$ cat src/rtl/int_seq_ctrl_pkg.sv
// Shared definitions for the interrupt sequencer: FSM encoding, default
// handler vector and the vector slot stride used when INTC_VECTORED_EN is set.
package int_seq_ctrl_pkg;

    typedef enum logic [1:0] {
        ST_IDLE    = 2'd0,
        ST_ENTER   = 2'd1,
        ST_ISR     = 2'd2,
        ST_RESTORE = 2'd3
    } int_state_t;

    localparam logic [31:0] VEC_BASE_DEF = 32'h0000_1c00;

    // Each vectored handler slot is 16 bytes.
    localparam logic [31:0] VEC_STRIDE   = 32'd16;

endpackage

$ cat src/rtl/int_seq_ctrl_prio_enc.sv
// irq_prio_enc: lowest-index-wins priority encoder (bit 0 highest priority).
// Returns a valid flag and the index of the winning request.
module irq_prio_enc #(
    parameter int W     = 8,
    parameter int IDX_W = 5
) (
    input  logic [W-1:0]     i_req,
    output logic             o_valid,
    output logic [IDX_W-1:0] o_idx
);

    // Scan from the top down so the lowest set index is the last one written.
    always_comb begin
        o_valid = 1'b0;
        o_idx   = '0;
        for (int i = W - 1; i >= 0; i--) begin
            if (i_req[i]) begin
                o_valid = 1'b1;
                o_idx   = IDX_W'(i);
            end
        end
    end

endmodule

$ cat src/rtl/int_seq_ctrl.sv
// int_seq_ctrl: interrupt sequencer producing INT_detected / INT_restore
// pulses for the stage registers and the NPC redirect for entry and mret.
// Optional macro INTC_VECTORED_EN: handler target is VEC_BASE + 16*index
// instead of a single shared VEC_BASE entry.
module int_seq_ctrl
    import int_seq_ctrl_pkg::*;
#(
    parameter int          NUM_IRQ  = 8,
    parameter logic [31:0] VEC_BASE = VEC_BASE_DEF,
    parameter int          CAUSE_W  = 5
) (
    input  logic               clk,
    input  logic               reset,
    input  logic [NUM_IRQ-1:0] irq_in,
    input  logic [NUM_IRQ-1:0] irq_en,
    input  logic               glb_ie,
    input  logic [31:0]        MEM_PC,
    input  logic               EX_mret,
    input  logic               pipe_stall,
    output logic               INT_detected,
    output logic               INT_restore,
    output logic               int_pc_sel,
    output logic [31:0]        int_target_pc,
    output logic [31:0]        epc,
    output logic [CAUSE_W-1:0] cause,
    output logic               in_isr,
    output logic [NUM_IRQ-1:0] irq_ack
);

    generate
        if (NUM_IRQ < 1 || NUM_IRQ > 32 || NUM_IRQ > (1 << CAUSE_W)) begin : g_bad_cfg
            $error("int_seq_ctrl: NUM_IRQ must be 1..32 and fit in CAUSE_W bits");
        end
    endgenerate

    int_state_t         r_state;
    logic [NUM_IRQ-1:0] r_irq_prev;
    logic [NUM_IRQ-1:0] r_pending;
    logic [CAUSE_W-1:0] r_sel_idx;
    logic               r_mret_q;
    logic               r_int_det;
    logic               r_int_rst;
    logic               r_pc_sel;
    logic [31:0]        r_target;
    logic [31:0]        r_epc;
    logic [CAUSE_W-1:0] r_cause;
    logic               r_in_isr;
    logic [NUM_IRQ-1:0] r_ack;

    logic [NUM_IRQ-1:0] w_eligible;
    logic [NUM_IRQ-1:0] w_clr;
    logic               w_valid;
    logic [CAUSE_W-1:0] w_idx;
    logic [31:0]        w_vec;

    assign w_eligible = r_pending & irq_en;
    assign w_clr      = (r_state == ST_ENTER) ? (NUM_IRQ'(1) << r_sel_idx) : '0;

`ifdef INTC_VECTORED_EN
    assign w_vec = VEC_BASE + (32'(w_idx) * VEC_STRIDE);
`else
    assign w_vec = VEC_BASE;
`endif

    irq_prio_enc #(
        .W     (NUM_IRQ),
        .IDX_W (CAUSE_W)
    ) u_prio (
        .i_req   (w_eligible),
        .o_valid (w_valid),
        .o_idx   (w_idx)
    );

    // Edge-detect requests into pending; a new edge beats the ENTER clear.
    always_ff @(posedge clk or negedge reset) begin
        if (!reset) begin
            r_irq_prev <= '0;
            r_pending  <= '0;
        end else begin
            r_irq_prev <= irq_in;
            r_pending  <= (r_pending & ~w_clr) | (irq_in & ~r_irq_prev);
        end
    end

    // Sequencer FSM with registered pulse / redirect outputs.
    always_ff @(posedge clk or negedge reset) begin
        if (!reset) begin
            r_state   <= ST_IDLE;
            r_sel_idx <= '0;
            r_mret_q  <= 1'b0;
            r_int_det <= 1'b0;
            r_int_rst <= 1'b0;
            r_pc_sel  <= 1'b0;
            r_target  <= '0;
            r_epc     <= '0;
            r_cause   <= '0;
            r_in_isr  <= 1'b0;
            r_ack     <= '0;
        end else begin
            r_int_det <= 1'b0;
            r_int_rst <= 1'b0;
            r_pc_sel  <= 1'b0;
            r_target  <= '0;
            r_ack     <= '0;
            case (r_state)
                ST_IDLE: begin
                    if (glb_ie && w_valid && !pipe_stall) begin
                        r_state   <= ST_ENTER;
                        r_sel_idx <= w_idx;
                        r_int_det <= 1'b1;
                        r_pc_sel  <= 1'b1;
                        r_target  <= w_vec;
                        r_ack     <= NUM_IRQ'(1) << w_idx;
                    end
                end
                ST_ENTER: begin
                    r_epc    <= MEM_PC;
                    r_cause  <= r_sel_idx;
                    r_in_isr <= 1'b1;
                    r_state  <= ST_ISR;
                end
                ST_ISR: begin
                    if ((EX_mret || r_mret_q) && !pipe_stall) begin
                        r_state   <= ST_RESTORE;
                        r_int_rst <= 1'b1;
                        r_pc_sel  <= 1'b1;
                        r_target  <= r_epc;
                    end else if (EX_mret) begin
                        r_mret_q  <= 1'b1;
                    end
                end
                ST_RESTORE: begin
                    r_mret_q <= 1'b0;
                    r_in_isr <= 1'b0;
                    r_state  <= ST_IDLE;
                end
                default: r_state <= ST_IDLE;
            endcase
        end
    end

    assign INT_detected  = r_int_det;
    assign INT_restore   = r_int_rst;
    assign int_pc_sel    = r_pc_sel;
    assign int_target_pc = r_target;
    assign epc           = r_epc;
    assign cause         = r_cause;
    assign in_isr        = r_in_isr;
    assign irq_ack       = r_ack;

endmodule

$ cat config.mk
export PLATFORM = sky130hd
export DESIGN_NAME = int_seq_ctrl
export DESIGN_NICKNAME = d
export VERILOG_FILES = /design/src/rtl/int_seq_ctrl_pkg.sv /design/src/rtl/int_seq_ctrl_prio_enc.sv /design/src/rtl/int_seq_ctrl.sv
export SDC_FILE = /design/constraint.sdc
export NUM_CORES = 1
export LEC_CHECK = 0
export ABC_AREA = 1
export BUFFER_PORTS_ARGS = -buffer_cell sky130_fd_sc_hd__buf_2
export CAP_MARGIN = 20
export CORE_MARGIN = 2
export CORE_UTILIZATION = 51
export CTS_BUF_LIST = sky130_fd_sc_hd__clkbuf_2
export DETAILED_ROUTE_END_ITERATION = 12
export HOLD_SLACK_MARGIN = 0.12
export PLACE_DENSITY = 0.8
export SETUP_SLACK_MARGIN = 0.2
export SLEW_MARGIN = 20
export SYNTH_ARGS = -nofsm -noshare
export SYNTH_HDL_FRONTEND = slang
export SYNTH_SLANG_ARGS = --single-unit
$ cat constraint.sdc
create_clock -name clk -period 1.6 [get_ports clk]
set_input_delay 0.16 -clock clk [delete_from_list [all_inputs] [get_ports clk]]
set_output_delay 0.16 -clock clk [all_outputs]
set_load 0.01 [all_outputs]
=== After elaboration in Yosys (flattened, before gate mapping) ===
Cells that the tools add are included.

* Memory bits (read-only): 0
* Memories: 0
* Bits of input ports: 53
* Logic and storage cells: 73
* Latch bits: 0
* Bits in registers: 105
* Output and inout port bits: 81
* RAM bits: 0

* Magnitude comparators: 0
* Eq/ne operators: 7
* Muxes and demuxes: 34
* Div/mod/pow operators: 0
* Shift operators: 2
* Add/sub/neg operators: 0
* Bitwise gates (word level): 6
* $mul: 0
* Reductions and logical operators: 11

{| class="wikitable"
|+ Operator list
! kind !! count
|-
| 32-bit one-hot mux with 2 select lines || 1
|-
| 32-bit two-way mux || 1
|-
| 8-bit AND || 3
|-
| 3-bit two-way mux || 8
|-
| 8-bit two-way mux || 3
|-
| 8-bit NOT || 2
|-
| 1-bit by 5-bit left shift with 8-bit output, first input constant || 2
|-
| 1-bit two-way mux || 14
|-
| 13-bit two-way mux || 1
|-
| 2-bit != test, second input constant || 4
|-
| 8-bit OR || 1
|-
| 2-bit one-hot mux with 4 select lines || 1
|-
| 1-bit one-hot mux with 2 select lines || 3
|-
| 2-bit equality test, second input constant || 2
|-
| 2-bit two-way mux || 2
|-
| 2-bit AND reduction || 2
|-
| 2-bit nonzero test || 2
|-
| 1-bit logical AND || 3
|-
| 3-bit AND reduction || 1
|-
| 2-bit by 1-bit equality test with 1-bit output, second input constant || 1
|-
| 2-bit logical NOT || 1
|-
| 1-bit logical NOT || 1
|-
| 1-bit logical OR || 1
|}

=== Longest topological paths before layout ===
* Depth after elaboration: 13
* Gate-level depth with buffers: 11
* Mapped depth without buffers: 11

=== Hierarchy ===
Synthesis repeated with hierarchy kept, for this count alone.

* Cell total of the unflattened synthesis: 392
* Area, all modules: 3976.3 um^2

{| class="wikitable"
|+ By module, submodules not included
! module !! area each (um^2) !! instances !! cells an instance !! seq. area each (um^2)
|-
| int_seq_ctrl || 3858.7 || 1 || 367 || 2627.5
|-
| irq_prio_enc || 117.6 || 1 || 25 || 0.0
|}

=== Least setup slack after synthesis ===
Ideal clock, no wire load.

* Path kind: reg2reg
* Start: register r_state[1]
* End: register r_pending[0]
* Clock period less this slack: 1.253 ns
* Path buffers: 1
* Cell stages (with the launch flop): 7
* Library setup time: 0.129 ns
* Data required time: 1.471 ns
* Data arrival time: 1.124 ns
* Slack: 0.347 ns
* Cell sequence: dfrtp_1 inv_1 ha_1 buf_2 nand2_1 o21ai_0 o21ai_0

* Cells in the longest elaborated chain, start to end: 5

{| class="wikitable"
|+ Ends and longest elaborated chain
! element !! RTL line !! source
|-
| start: declaration || int_seq_ctrl.sv:36 || <nowiki>int_state_t r_state;</nowiki>
|-
| start signal: assignment || int_seq_ctrl.sv:88 || <nowiki>r_state <= ST_IDLE;</nowiki>
|-
| start signal: assignment || int_seq_ctrl.sv:108 || <nowiki>r_state <= ST_ENTER;</nowiki>
|-
| start signal: assignment || int_seq_ctrl.sv:120 || <nowiki>r_state <= ST_ISR;</nowiki>
|-
| 2-bit by 1-bit equality test with 1-bit output || int_seq_ctrl.sv:57 || <nowiki>assign w_clr = (r_state == ST_ENTER) ? (NUM_IRQ'(1) << r_sel_idx) : '0;</nowiki>
|-
| 8-bit two-way mux || int_seq_ctrl.sv:57 ||
|-
| 8-bit NOT || int_seq_ctrl.sv:81 || <nowiki>r_pending <= (r_pending & ~w_clr) | (irq_in & ~r_irq_prev);</nowiki>
|-
| 8-bit AND || int_seq_ctrl.sv:81 ||
|-
| 8-bit OR || int_seq_ctrl.sv:81 ||
|-
| end signal: assignment || int_seq_ctrl.sv:81 ||
|-
| end: declaration || int_seq_ctrl.sv:38 || <nowiki>logic [NUM_IRQ-1:0] r_pending;</nowiki>
|}

No other way between the ends.
A chain may end at the register's enable or synchronous reset.

=== Final worst setup path ===
* Start: register r_pending[4]
* End: register r_sel_idx[2]

* Cells in the longest elaborated chain, start to end: 9
* Elaborated cells on any way between the ends: 14
* Classes of those cells: mux (10); bitwise (1); reduce/logical (3)

{| class="wikitable"
|+ Ends and longest elaborated chain
! element !! RTL line !! source
|-
| 8-bit AND (*) || int_seq_ctrl.sv:56 || <nowiki>assign w_eligible = r_pending & irq_en;</nowiki>
|-
| 1-bit two-way mux (5 in series) || int_seq_ctrl_prio_enc.sv:17 || <nowiki>if (i_req[i]) begin</nowiki>
|-
| 1-bit logical AND (2 in series) || int_seq_ctrl.sv:107 || <nowiki>if (glb_ie && w_valid && !pipe_stall) begin</nowiki>
|-
| 2-bit AND reduction (no line) || - ||
|-
| end signal: assignment || int_seq_ctrl.sv:109 || <nowiki>r_sel_idx <= w_idx;</nowiki>
|-
| end: declaration || int_seq_ctrl.sv:39 || <nowiki>logic [CAUSE_W-1:0] r_sel_idx;</nowiki>
|}

Mark *: on every way between the ends. The rest lies on a longest branch, timed or not.

==> reports/results.tsv <==
metric	value	unit
Leak	2.85	nW
Critical Path RT	2.03	ns
max-slew violations	0	
Worst Path Arrival	1.77	ns
largest net degree at the start of global routing	102	
root buf cell	clkbuf_2	
M2 GR Usage	39.5	%
vias	3101	
GRT Total Usage	22.8	%
Clk pin slew, worst setup/hold paths	0.26	ns
layout cells sized above 1	31.5	%
Filler Cell Count	518	
most used cell along the critical path	nand2_1	
1st-pass router iterations	6	
CP top delay family	simple AND/OR/NAND/NOR gates	
CP peak stage delay	0.45	ns
post-synthesis cell count	360	
vias in the first global route	3063	
gr ovfl total	0	
Critical Path Sink Type	flop	
Remaining DRCs	0	
nets@finish	610	
Avg Inst Size Synth	10.3	um2
IO Pins	134	
Area after DPL	4450	um2
sequential area share after synthesis	68.2	%
CP max-delay cell	dfrtp_1	
routed wire length	9060	um
DRT antenna net count	0	
area grow syn2layout	41.2	%
outcome	complete, no violations	
type of the worst min-delay path	in -> async	
PD cells	1500	nW/um2
post-synth cell types	21	
skew final	0.0358	ns
GR Util met3	3.42	%
Die X-Extent	89.2	um
Num CTS Buffers	9	
Setup crit start kind	flop	
CP bufs+invs	1	
Tightest Pin Transition	0.507	ns
switch share	37.9	%
Gate power share	37.2	%
global-route wire length before repair	13600	um
PortBufs	131	
CTS max path bufs	2	
setup ws final	0.260	ns
DP Worst Slack	0.0206	ns
H-tree levels	3	
Psw	2.97	mW
met1 usage	26.5	%
final core utilization	73.3	%
Core Box Area	7140	um2
Synth Cell Area	3700	um2
#FFs+latches synth	101	
Final Cell Area	5230	um2
WS Path Type	reg -> reg	
Die ar.	7960	um2
final period utilization	83.7	%
wire per inst	13.8	um
Clock Power Share	16.6	%
final setup vio count	0	
total power	7.85	mW
unrepaired setup endpoints after global routing	true	
fmax	0.746	GHz
part of the power in registers	46.1	%
vias per cell	4.72	
maximum vdd ir drop	1.09	mV
GR peak layer	met2	
die span in y	89.2	um
effective utilization at floorplan	51.9	%
Clk Latency, worst-skew pair	0.55	ns
CTS tree	done	
DPL Wire Length	5480	um
DR iter-0 viols	191	
min Tclk post-route	1.34	ns
diode count	0	
Max Cap Viol	0	
setup_tns	0	ns
worst path cell trace	nand2_1 -> nand2_1 -> nor2_2 -> nand2_2 -> nand4_4 -> inv_4 -> nand2_4 -> o21ai_0	
flop-to-flop setup slack	0.26	ns
initial antenna violation count	0	
worst rel slew slack	66.2	%
Site Rows	31	
commonest non-fill, non-tap cell in the layout	buf_2	
Fin. Hold Viols	0	
Synth Warn #	0	
Int Pwr	4.88	mW
crit-path max FO	5	
GP Congestion	0.890	
most frequent cells in the layout	buf_2 (130), dfrtp_1 (101), nand2_1 (66), o21ai_0 (53)	
clk sinks	101	
==> stage by stage <==
stage               std cells  hold WS (ns)
detailed placement        581         0.260
global route              657         0.217
global placement          581         0.257
CTS                       650         0.166
floorplan                 361        -0.136
finish                    657         0.184
==> final cells by class <==
type                    instances  area, um2  area share (%)
repair inverters                1       6.26           0.120
multi-input cells             193        951            18.2
well taps                      99        124            2.37
inverters                      55        216            4.14
flip-flops and latches        101       2530            48.3
clock buffers                   9       45.0           0.861
clock inverters                 7       88.8            1.70
repair buffers                192       1270            24.3
==> worst paths after layout <==
kind | to | cells past startpoint | startpoint
max in group asynchronous | irq_ack[0] | 3 | reset
min reg2reg | r_pending[5] | 1 | r_irq_prev[5]
min | epc[13] | 3 | reset
max reg2reg | r_sel_idx[2] | 8 | r_pending[4]
min in group clk | r_irq_prev[4] | 2 | irq_in[4]
max | r_sel_idx[2] | 8 | r_pending[4]
==> Yosys cell counts (all sizes together) <==
cell,number,area [um2]
dfrtp,101,2530
nand2,76,310
o21ai,57,285
inv,55,209
nor2,43,164
buf,9,68.8
nand3,7,35.0
ha,4,50.1
clkbuf,3,11.3
a21oi,2,10.0
a22oi,1,7.51
conb,1,3.75
nand4,1,21.3
==> layer usage <==
metal / vias to the layer above / part of all wire [%]
li1: 1487 / -
met1: 1477 / 39
met2: 106 / 53
met3: 31 / 4.1
met4: 0 / 3.7
met5: - / 0
==> state kept, by name, indices dropped and copies added, names as in the netlist <==
name           flops
epc               32
in_isr             1
r_mret_q           1
cause              3
r_irq_prev         8
int_pc_sel         1
r_state            2
irq_ack            8
INT_detected       1
int_target_pc     32
r_sel_idx          3
r_pending          8
INT_restore        1
==> kinds of logic (layout without fill, tap and decap cells) <==
| group | Yosys count | count (layout) | share of synthesized area, % |
|---|---|---|---|
| and+or+nand+nor | 127 | 127 | 14.3 |
| DFF | 101 | 101 | 68.2 |
| buffers and inverters | 67 | 264 | 7.80 |
| AOI/OAI and AO/OA | 60 | 60 | 8.18 |
| adders and majority gates | 4 | 4 | 1.35 |
| other | 1 | 2 | 0.101 |
==> worst register-to-register path: stages, from the launching register on <==
cell     delay (ns)
dfrtp_1        0.45
nand2_1        0.11
nand2_1        0.11
nor2_2         0.14
nand2_2        0.09
nand4_4        0.13
inv_4          0.07
nand2_4        0.08
o21ai_0        0.08
==> power groups by stage <==
stage,sequential [mW],combinational [mW],clock [mW]
3_5_place_dp,3.66,2.61,0
3_3_place_gp,3.63,2.50,0
2_1_floorplan,3.91,1.26,0
4_1_cts,3.60,2.76,1.34
6_report,3.62,2.92,1.31
5_1_grt,3.70,3.27,1.45
==> repair_timing <==
item,4_1_cts,5_1_grt
pin swaps,0,3
hold buffers,52,0
endpoints found under the hold margin,169,0
buffers inserted,1,6
resized for setup,3,18
endpoints found under the setup margin,33,69
cloned,0,1
Power figures use the tool's default switching activity.
